===== src/rtl/instr_fetch_if.sv =====
// Instruction-memory read port between the fetch unit (master) and memory (slave).
// imem_rdata is valid in the same cycle that imem_ack accepts the request.
interface instr_fetch_if;
    logic        imem_req;
    logic [31:0] imem_addr;
    logic        imem_ack;
    logic [31:0] imem_rdata;

    modport master (
        output imem_req,
        output imem_addr,
        input  imem_ack,
        input  imem_rdata
    );

    modport slave (
        input  imem_req,
        input  imem_addr,
        output imem_ack,
        output imem_rdata
    );
endinterface


===== src/rtl/instr_fetch.sv =====
// Multi-cycle instruction fetch unit: fetches into IR, holds it during execution,
// then selects the next pc (jump > branch > sequential). A misaligned target locks up in FAULT.
//
// state   | meaning
// FETCH   | imem_req high at pc, waiting for imem_ack
// EXEC    | IR valid, waiting for exec_done to pick the next pc
// FAULT   | misaligned target seen, everything frozen until rst
module instr_fetch #(
    parameter logic [31:0] RESET_PC = 32'h0000_3000
) (
    input  logic               clk,
    input  logic               rst,
    instr_fetch_if.master      imem,
    output logic [31:0]        instr_o,
    output logic [5:0]         OpCode_o,
    output logic [5:0]         Funct_o,
    output logic               instr_valid_o,
    input  logic [1:0]         jump_i,
    input  logic [1:0]         Branch_i,
    input  logic               Zero_i,
    input  logic [31:0]        rs_data_i,
    input  logic               exec_done_i,
    output logic [31:0]        pc_o,
    output logic [31:0]        pc_plus4_o,
    output logic [31:0]        retired_o,
    output logic               fault_o
);

    typedef enum logic [1:0] {
        S_FETCH = 2'b00,
        S_EXEC  = 2'b01,
        S_FAULT = 2'b10
    } state_e;

    state_e      state_q;
    logic [31:0] pc_q;
    logic [31:0] ir_q;
    logic [31:0] retired_q;
    logic        fault_q;
    logic        req_q;
    logic        valid_q;

    logic [31:0] pc_plus4;
    logic [31:0] jump_tgt;
    logic [31:0] branch_tgt;
    logic        branch_taken;
    logic [31:0] target_d;

    assign pc_plus4     = pc_q + 32'd4;
    assign jump_tgt     = {pc_plus4[31:28], ir_q[25:0], 2'b00};
    assign branch_tgt   = pc_plus4 + {{14{ir_q[15]}}, ir_q[15:0], 2'b00};
    assign branch_taken = ((Branch_i == 2'b01) && Zero_i) ||
                          ((Branch_i == 2'b10) && !Zero_i);

    // Branch code 11 never counts as taken, so jump-class with jump=00 falls to pc+4.
    always_comb begin
        target_d = pc_plus4;
        case (jump_i)
            2'b01, 2'b10: target_d = jump_tgt;
            2'b11:        target_d = rs_data_i;
            default: begin
                if (branch_taken) begin
                    target_d = branch_tgt;
                end
            end
        endcase
    end

    always_ff @(posedge clk or posedge rst) begin
        if (rst) begin
            state_q   <= S_FETCH;
            pc_q      <= RESET_PC;
            ir_q      <= 32'd0;
            retired_q <= 32'd0;
            fault_q   <= 1'b0;
            req_q     <= 1'b1;
            valid_q   <= 1'b0;
        end else begin
            case (state_q)
                S_FETCH: begin
                    if (imem.imem_ack) begin
                        ir_q    <= imem.imem_rdata;
                        req_q   <= 1'b0;
                        valid_q <= 1'b1;
                        state_q <= S_EXEC;
                    end
                end
                S_EXEC: begin
                    if (exec_done_i) begin
                        valid_q <= 1'b0;
                        if (target_d[1:0] != 2'b00) begin
                            fault_q <= 1'b1;
                            state_q <= S_FAULT;
                        end else begin
                            pc_q      <= target_d;
                            retired_q <= retired_q + 32'd1;
                            req_q     <= 1'b1;
                            state_q   <= S_FETCH;
                        end
                    end
                end
                S_FAULT: begin
                    state_q <= S_FAULT;
                end
                default: begin
                    req_q   <= 1'b0;
                    valid_q <= 1'b0;
                    fault_q <= 1'b1;
                    state_q <= S_FAULT;
                end
            endcase
        end
    end

    assign imem.imem_req  = req_q;
    assign imem.imem_addr = pc_q;
    assign instr_o        = ir_q;
    assign OpCode_o       = ir_q[31:26];
    assign Funct_o        = ir_q[5:0];
    assign instr_valid_o  = valid_q;
    assign pc_o           = pc_q;
    assign pc_plus4_o     = pc_plus4;
    assign retired_o      = retired_q;
    assign fault_o        = fault_q;

endmodule


===== src/flat_wrapper.sv =====
// flat-port wrapper written by rule: the top's interface ports become plain ports
module instr_fetch_flat 
#(
    parameter logic [31:0] RESET_PC = 32'h0000_3000
)
  (clk, rst, instr_o, OpCode_o, Funct_o, instr_valid_o, jump_i, Branch_i, Zero_i, rs_data_i, exec_done_i, pc_o, pc_plus4_o, retired_o, fault_o, imem_imem_req, imem_imem_addr, imem_imem_ack, imem_imem_rdata);
  instr_fetch_if imem_i ();
  input  logic clk;
  input  logic rst;
  output logic [31:0] instr_o;
  output logic [5:0] OpCode_o;
  output logic [5:0] Funct_o;
  output logic instr_valid_o;
  input  logic [1:0] jump_i;
  input  logic [1:0] Branch_i;
  input  logic Zero_i;
  input  logic [31:0] rs_data_i;
  input  logic exec_done_i;
  output logic [31:0] pc_o;
  output logic [31:0] pc_plus4_o;
  output logic [31:0] retired_o;
  output logic fault_o;
  output wire logic [$bits(imem_i.imem_req)-1:0] imem_imem_req;
  output wire logic [$bits(imem_i.imem_addr)-1:0] imem_imem_addr;
  input wire logic [$bits(imem_i.imem_ack)-1:0] imem_imem_ack;
  input wire logic [$bits(imem_i.imem_rdata)-1:0] imem_imem_rdata;
  assign imem_imem_req = imem_i.imem_req;
  assign imem_imem_addr = imem_i.imem_addr;
  assign imem_i.imem_ack = imem_imem_ack;
  assign imem_i.imem_rdata = imem_imem_rdata;
  instr_fetch #(.RESET_PC(RESET_PC)) u_core (.clk(clk), .rst(rst), .imem(imem_i), .instr_o(instr_o), .OpCode_o(OpCode_o), .Funct_o(Funct_o), .instr_valid_o(instr_valid_o), .jump_i(jump_i), .Branch_i(Branch_i), .Zero_i(Zero_i), .rs_data_i(rs_data_i), .exec_done_i(exec_done_i), .pc_o(pc_o), .pc_plus4_o(pc_plus4_o), .retired_o(retired_o), .fault_o(fault_o));
endmodule

===== config.mk =====
export PLATFORM = sky130hd
export DESIGN_NAME = instr_fetch_flat
export DESIGN_NICKNAME = d
export VERILOG_FILES = /design/src/rtl/instr_fetch_if.sv /design/src/rtl/instr_fetch.sv /design/src/flat_wrapper.sv
export SDC_FILE = /design/constraint.sdc
export NUM_CORES = 1
export LEC_CHECK = 0
export CORE_UTILIZATION = 47
export CTS_BUF_LIST = sky130_fd_sc_hd__clkbuf_16
export DETAILED_ROUTE_END_ITERATION = 8
export PLACE_DENSITY = 0.86
export REMOVE_ABC_BUFFERS = 1
export SETUP_SLACK_MARGIN = 0.15
export SYNTH_ARGS = -nofsm -noshare
export SYNTH_HDL_FRONTEND = slang
export SYNTH_SLANG_ARGS = --single-unit
export TNS_END_PERCENT = 30

===== constraint.sdc =====
create_clock -name clk -period 4.5 [get_ports clk]
set_clock_uncertainty 0.1 [all_clocks]
set_input_delay 0.45 -clock clk [delete_from_list [all_inputs] [get_ports clk]]
set_output_delay 0.45 -clock clk [all_outputs]
set_load 0.01 [all_outputs]

* Word level (Yosys, flattened, before mapping) *
Cells that the tools add are included.

word-level totals
  output and inout bits = 175
  word-level logic and storage cells = 54
  bits of input ports = 73
  bits in registers = 101

operators by class
  equality and inequality tests = 11
  bitwise gates (word level) = 3
  reductions and logical operators = 14
  add/sub/neg operators = 3
  mux-type cells = 16

operator list
  kind                                                   count
  one-hot mux 32 bit (2 select lines)                    1
  adder 32 x 1 -> 32 bit, second input constant          1
  adder 32 x 3 -> 32 bit, second input constant          1
  adder 32 bit                                           1
  2-to-1 mux 32 bit                                      1
  AND reduction 3 bit                                    3
  equality test 2 bit, second input constant             4
  2-to-1 mux 1 bit                                       7
  equality test 2 x 1 -> 1 bit, second input constant    3
  2-to-1 mux 2 bit                                       3
  inequality test 2 bit, second input constant           3
  one-hot mux 1 bit (3 select lines)                     2
  one-hot mux 2 bit (2 select lines)                     1
  AND reduction 2 bit                                    2
  AND reduction 4 bit                                    1
  OR reduction 2 bit                                     2
  NOT 1 bit                                              3
  logical AND 1 bit                                      2
  zero test 2 bit                                        1
  inequality test 2 x 1 -> 1 bit, second input constant  1
  one-hot mux 1 bit (2 select lines)                     1
  nonzero test 2 bit                                     1
  zero test 1 bit                                        1
  logical OR 1 bit                                       1

* Logic depth before layout (Yosys ltp) *
  word-level depth = 9
  depth in mapped cells = 17
  depth with buffers taken out = 16

* Worst setup path before layout *
Ideal clock, no wire load.

  kind = reg-to-reg
  start point = register u_core.pc_q[2] (netlist: u_core.imem.imem_addr[2])
  end point = register u_core.pc_q[30] (netlist: u_core.imem.imem_addr[30])
  slack = 0.713 ns
  buffers on the path = 2
  period minus slack after synthesis = 3.787 ns
  arrival = 3.544 ns
  required time = 4.257 ns
  stages on the path, launching flop included = 17
  setup time = 0.143 ns
  path through = dfrtp_1 ha_1 and3_1 buf_2 nand3_1 nor2b_1 xor2_1 ha_1 clkbuf_1 a21o_1 a21o_1 a221o_1 a221oi_2 o31ai_1 a21oi_1 xor2_1 a31oi_1

on the way
  word-level cells in the longest chain between the ends = 4

ends and longest elaborated chain
  element                              line                source
  from (decl)                          instr_fetch.sv:36   logic [31:0] pc_q;
  from (signal assigned)               instr_fetch.sv:95   pc_q <= target_d;
  adder 32 x 3 -> 32 bit               instr_fetch.sv:49   assign pc_plus4 = pc_q + 32'd4;
  named net pc_plus4_o[16]             flat_wrapper.sv:20  output logic [31:0] pc_plus4_o;
  adder 32 bit                         instr_fetch.sv:51   assign branch_tgt = pc_plus4 + {{14{ir_q[15]}}, ir_q[15:0], 2'b00};
  2-to-1 mux 32 bit                    instr_fetch.sv:62   if (branch_taken) begin
  one-hot mux 32 bit (2 select lines)  instr_fetch.sv:58   case (jump_i)

The timed path passes the listed nets, and every way through them passes these cells.
A chain may end at the register's enable or synchronous reset.

* Worst setup path after layout *
  start point = register u_core.pc_q[2] (netlist: u_core.imem.imem_addr[2])
  end point = register u_core.pc_q[18] (netlist: u_core.imem.imem_addr[18])

on the way
  word-level cells in the longest chain between the ends = 4

ends and longest elaborated chain
  element                                  line
  adder 32 x 3 -> 32 bit (*)               instr_fetch.sv:49
  adder 32 bit                             instr_fetch.sv:51
  2-to-1 mux 32 bit (*)                    instr_fetch.sv:62
  one-hot mux 32 bit (2 select lines) (*)  instr_fetch.sv:58

Every way passes the cells marked *; elsewhere a longest branch is shown, timed or not.

==> metrics.md <==
| Metric | Value |
|---|---|
| Status | completed |
| Worst Path Arrival | about 4.2 ns |
| Crit path capture type | flip-flop |
| Worst Tran Pin Value | 1.07 ns |
| Clock Path Buffers | 2 |
| Fin. Hold Viols | 0 |
| Crit path launch type | flip-flop |
| Total iterations of the first detailed-routing run | 7 |
| Final Setup Violations | 0 |
| Core box area | ~15000 sq um |
| Number of clock buffers inserted by TritonCTS | 9 |
| Top_reg_cell synth | dfrtp_1 |
| Ant. Diodes | 0 |
| Comb power frac | 0.083 |
| Leak | roughly 4.3 nW |
| Num rows | between 40 and 50 |
| Gp weighted congestion | around 0.96 |
| Crit path kind | reg -> reg |
| Cell Area, Synth | between 7000 and 8000 sq um |
| Starting Density | 0.490 |
| FILL cells | between 1000 and 1500 |
| Clock Pin Slew Worst Setup and Hold Paths | around 0.08 ns |
| CTS tree | yes |
| Fin crit period | 4.07 ns |
| DR vias/cell | between 5 and 6 |
| Placed cell count | roughly 1100 |
| IO Port Bufs | 247 |
| Asr flop ratio synth | 1.00 |
| Synth warnings | 0 |
| Biggest area consumer among synthesized cells | dfrtp_1 |
| Crit share post-route | 0.905 |
| Initial antenna violation count | 0 |
| Reg power frac | 0.462 |
| CP Max Fanout | 10 |
| Sw Share | 0.241 |
| R2r worst-path depth | 15 |
| Top cell type's share of synthesized area | 0.339 |
| Via count | 6826 |
| Layout overhead on the synthesized area | 36.5% |
| Area of the die | 15900 sq um |
| Gr ovfl total | 0 |
| Non-filler cells, final | about 1200 |
| Min-delay worst type | reg -> reg |
| Gate Count Post-Synth | between 700 and 800 |
| Root buf cell | clkbuf_16 |
| Unrepaired setup endpoints after global routing | true |
| DRC errors left | 0 |
| Max-slew headroom | 0.284 |
| Die W | between 100 and 150 microns |
| Max-Cap Viols | 0 |
| NetSw | 0.474 mW |
| Avg Cell Area, Syn | slightly above 9 sq um |
| Total GRT Usage | 0.282 |
| Routed len/inst | 19.2 microns |
| Peak Freq | 246 MHz |
| Die Ht | between 100 and 150 microns |
| Min Hold Slack | around 0.40 ns |
| Final WL | roughly 22000 microns |
| H-tree lvl count | 3 |
| Setup TNS | 0 ns |
| Sink Count | ~100 |
| Area contributors post-synth | dfrtp_1 34%, xnor2_1 7.5%, ha_1 6.2%, mux2_2 5.0%, buf_4 4.9% |
| Internal Pwr Total | about 1.5 mW |
| Core Util, Final | 0.669 |
| Area after DPL | 9530 sq um |
| Initial DRC count | 529 |
| Post-synthesis register bit count | slightly above 100 |
| Power Density | roughly 200 nW/um^2 |
| Vias in the first global route | around 6700 |
| Largest net degree at the start of global routing | slightly above 80 |
| Final max-slew violation count | 0 |
| # IOs | ~250 |
| Post-synth cell types | between 60 and 70 |
| Critical Path RT | 4.65 ns |
| Post-synth EDFFs | 0 |
| Area occupied by multi-input gates | slightly above 4000 sq um |
| Seq/Total Area, Yosys | 0.350 |
| Clock latency on the worst-skew pair | between 0.3 and 0.4 ns |
| Setup Buffers After CTS | 0 |
| Max IR drop VDD | roughly 0.20 mV |
| DPL Wire Length | between 15000 and 20000 microns |
| Final net count | approximately 1100 |
| Post-DRT Antenna Nets | 0 |
| Clock power frac | 0.455 |
| First-pass GRT wire length | about 35000 microns |
| Register area | ~2500 sq um |
| Worst Hold Depth | 1 |
| Final instance area | approximately 9900 sq um |
| Layout cell share with drive strength beyond 1 | 0.0870 |
final timing paths:
kind / slack (ns) / to / from
max reg2reg: 0.43 / u_core.imem.imem_addr[18] / u_core.imem.imem_addr[2]
min reg2reg: 0.40 / u_core.fault_o / u_core.fault_o
max in group asynchronous: 2.76 / u_core.imem.imem_req / rst
max: 0.43 / u_core.imem.imem_addr[18] / u_core.imem.imem_addr[2]
min: 0.40 / u_core.fault_o / u_core.fault_o
min in group asynchronous: 0.59 / u_core.retired_o[25] / rst
power groups by stage:
stage	logic, mW	clock network, mW	registers, mW
after floorplan	0.0648	0	0.926
after global placement	0.162	0	0.926
after detailed placement	0.164	0	0.926
after CTS	0.165	0.915	0.908
after global routing	0.178	0.940	0.908
final	0.164	0.893	0.908
registers in the layout, indices dropped and copies added (netlist names):
register               flops
u_core.instr_valid_o       1
u_core.imem.imem_addr     32
u_core.retired_o          32
u_core.instr_o            32
u_core.fault_o             1
u_core.imem.imem_req       1
u_core.state_q             2
metrics by stage:
| step | setup slack (ns) | power (mW) |
|---|---|---|
| 2_1_floorplan | 0.369 | 0.991 |
| 3_3_place_gp | 0.608 | 1.09 |
| 3_5_place_dp | 0.497 | 1.09 |
| 4_1_cts | 0.411 | 1.99 |
| 5_1_grt | 0.126 | 2.03 |
| 6_report | 0.429 | 1.96 |
cell families after synthesis:
family	Yosys count	share of synthesized area
AND/OR/NAND/NOR	219	0.156
adder cells (fa/ha/maj)	37	0.0651
XOR/XNOR	85	0.103
multiplexers	37	0.0567
flip-flops	101	0.350
AO/OA/AOI/OAI	203	0.190
buffers and inverters	102	0.0798
worst max-delay path, stage by stage (launching register included):
cell and delay (ns):
dfrtp_2 0.46, ha_1 0.23, and3_1 0.33, nand3_1 0.19
nor2_1 0.17, xor2_1 0.27, ha_1 0.33, a21oi_1 0.22
o21ai_0 0.14, a21oi_1 0.24, o31ai_2 0.19, and3_1 0.24
a31oi_1 0.20, xor2_1 0.21, a21oi_1 0.12, a221o_1 0.30
final cells by class:
type                            count  area share
Tap cell                          184      0.0233
Clock buffer                        9      0.0228
Sequential cell                   101       0.256
Timing Repair Buffer              255       0.256
Multi-Input combinational cell    581       0.420
Inverter                           24     0.00938
Clock inverter                      7      0.0110
cells in the final DEF, fill, tap and decap left out, types with 6 or more instances in the layout:
| master | count |
|---|---|
| clkdlybuf4s50_1 | 247 |
| dfrtp_1 | 97 |
| nand2_1 | 73 |
| xnor2_1 | 62 |
| a21oi_1 | 53 |
| nor2_1 | 50 |
| o21ai_0 | 36 |
| ha_1 | 35 |
| mux2_2 | 32 |
| nand3_1 | 24 |
| xor2_1 | 23 |
| inv_1 | 23 |
| a221oi_1 | 20 |
| a21o_1 | 20 |
| nand4_1 | 15 |
| and3_1 | 10 |
| a221o_1 | 9 |
| clkbuf_16 | 9 |
| a211oi_1 | 8 |
| a31oi_1 | 8 |
| buf_4 | 8 |
| o21bai_1 | 7 |
| o211ai_1 | 6 |
| o221ai_1 | 6 |
cell usage after synthesis (9+ instances only):
cell,number
buf_4,47
and3_1,10
xor2_1,23
a21oi_1,53
inv_1,24
a221o_1,9
a31oi_1,9
nand4_1,15
mux2_2,32
nor2_1,51
clkbuf_1,27
a221oi_1,20
ha_1,36
a21o_1,20
xnor2_1,62
o21ai_0,36
nand2_1,73
nand3_1,24
dfrtp_1,98
layer usage:
metal  part of all wire  GRT usage  vias up
met5                  0          0        -
met4              0.035      0.134        0
met3              0.074     0.0527       57
met2               0.49      0.480      312
met1               0.40      0.344     3283
li1                   -          -     3174
timing repair:
item                                    in CTS  in global routing
gates resized for setup                      0                  2
hold buffers                                 0                  0
endpoints found under the setup margin       0                  4
hold endpoints to repair                     0                  0
Power figures use the tool's default switching activity.
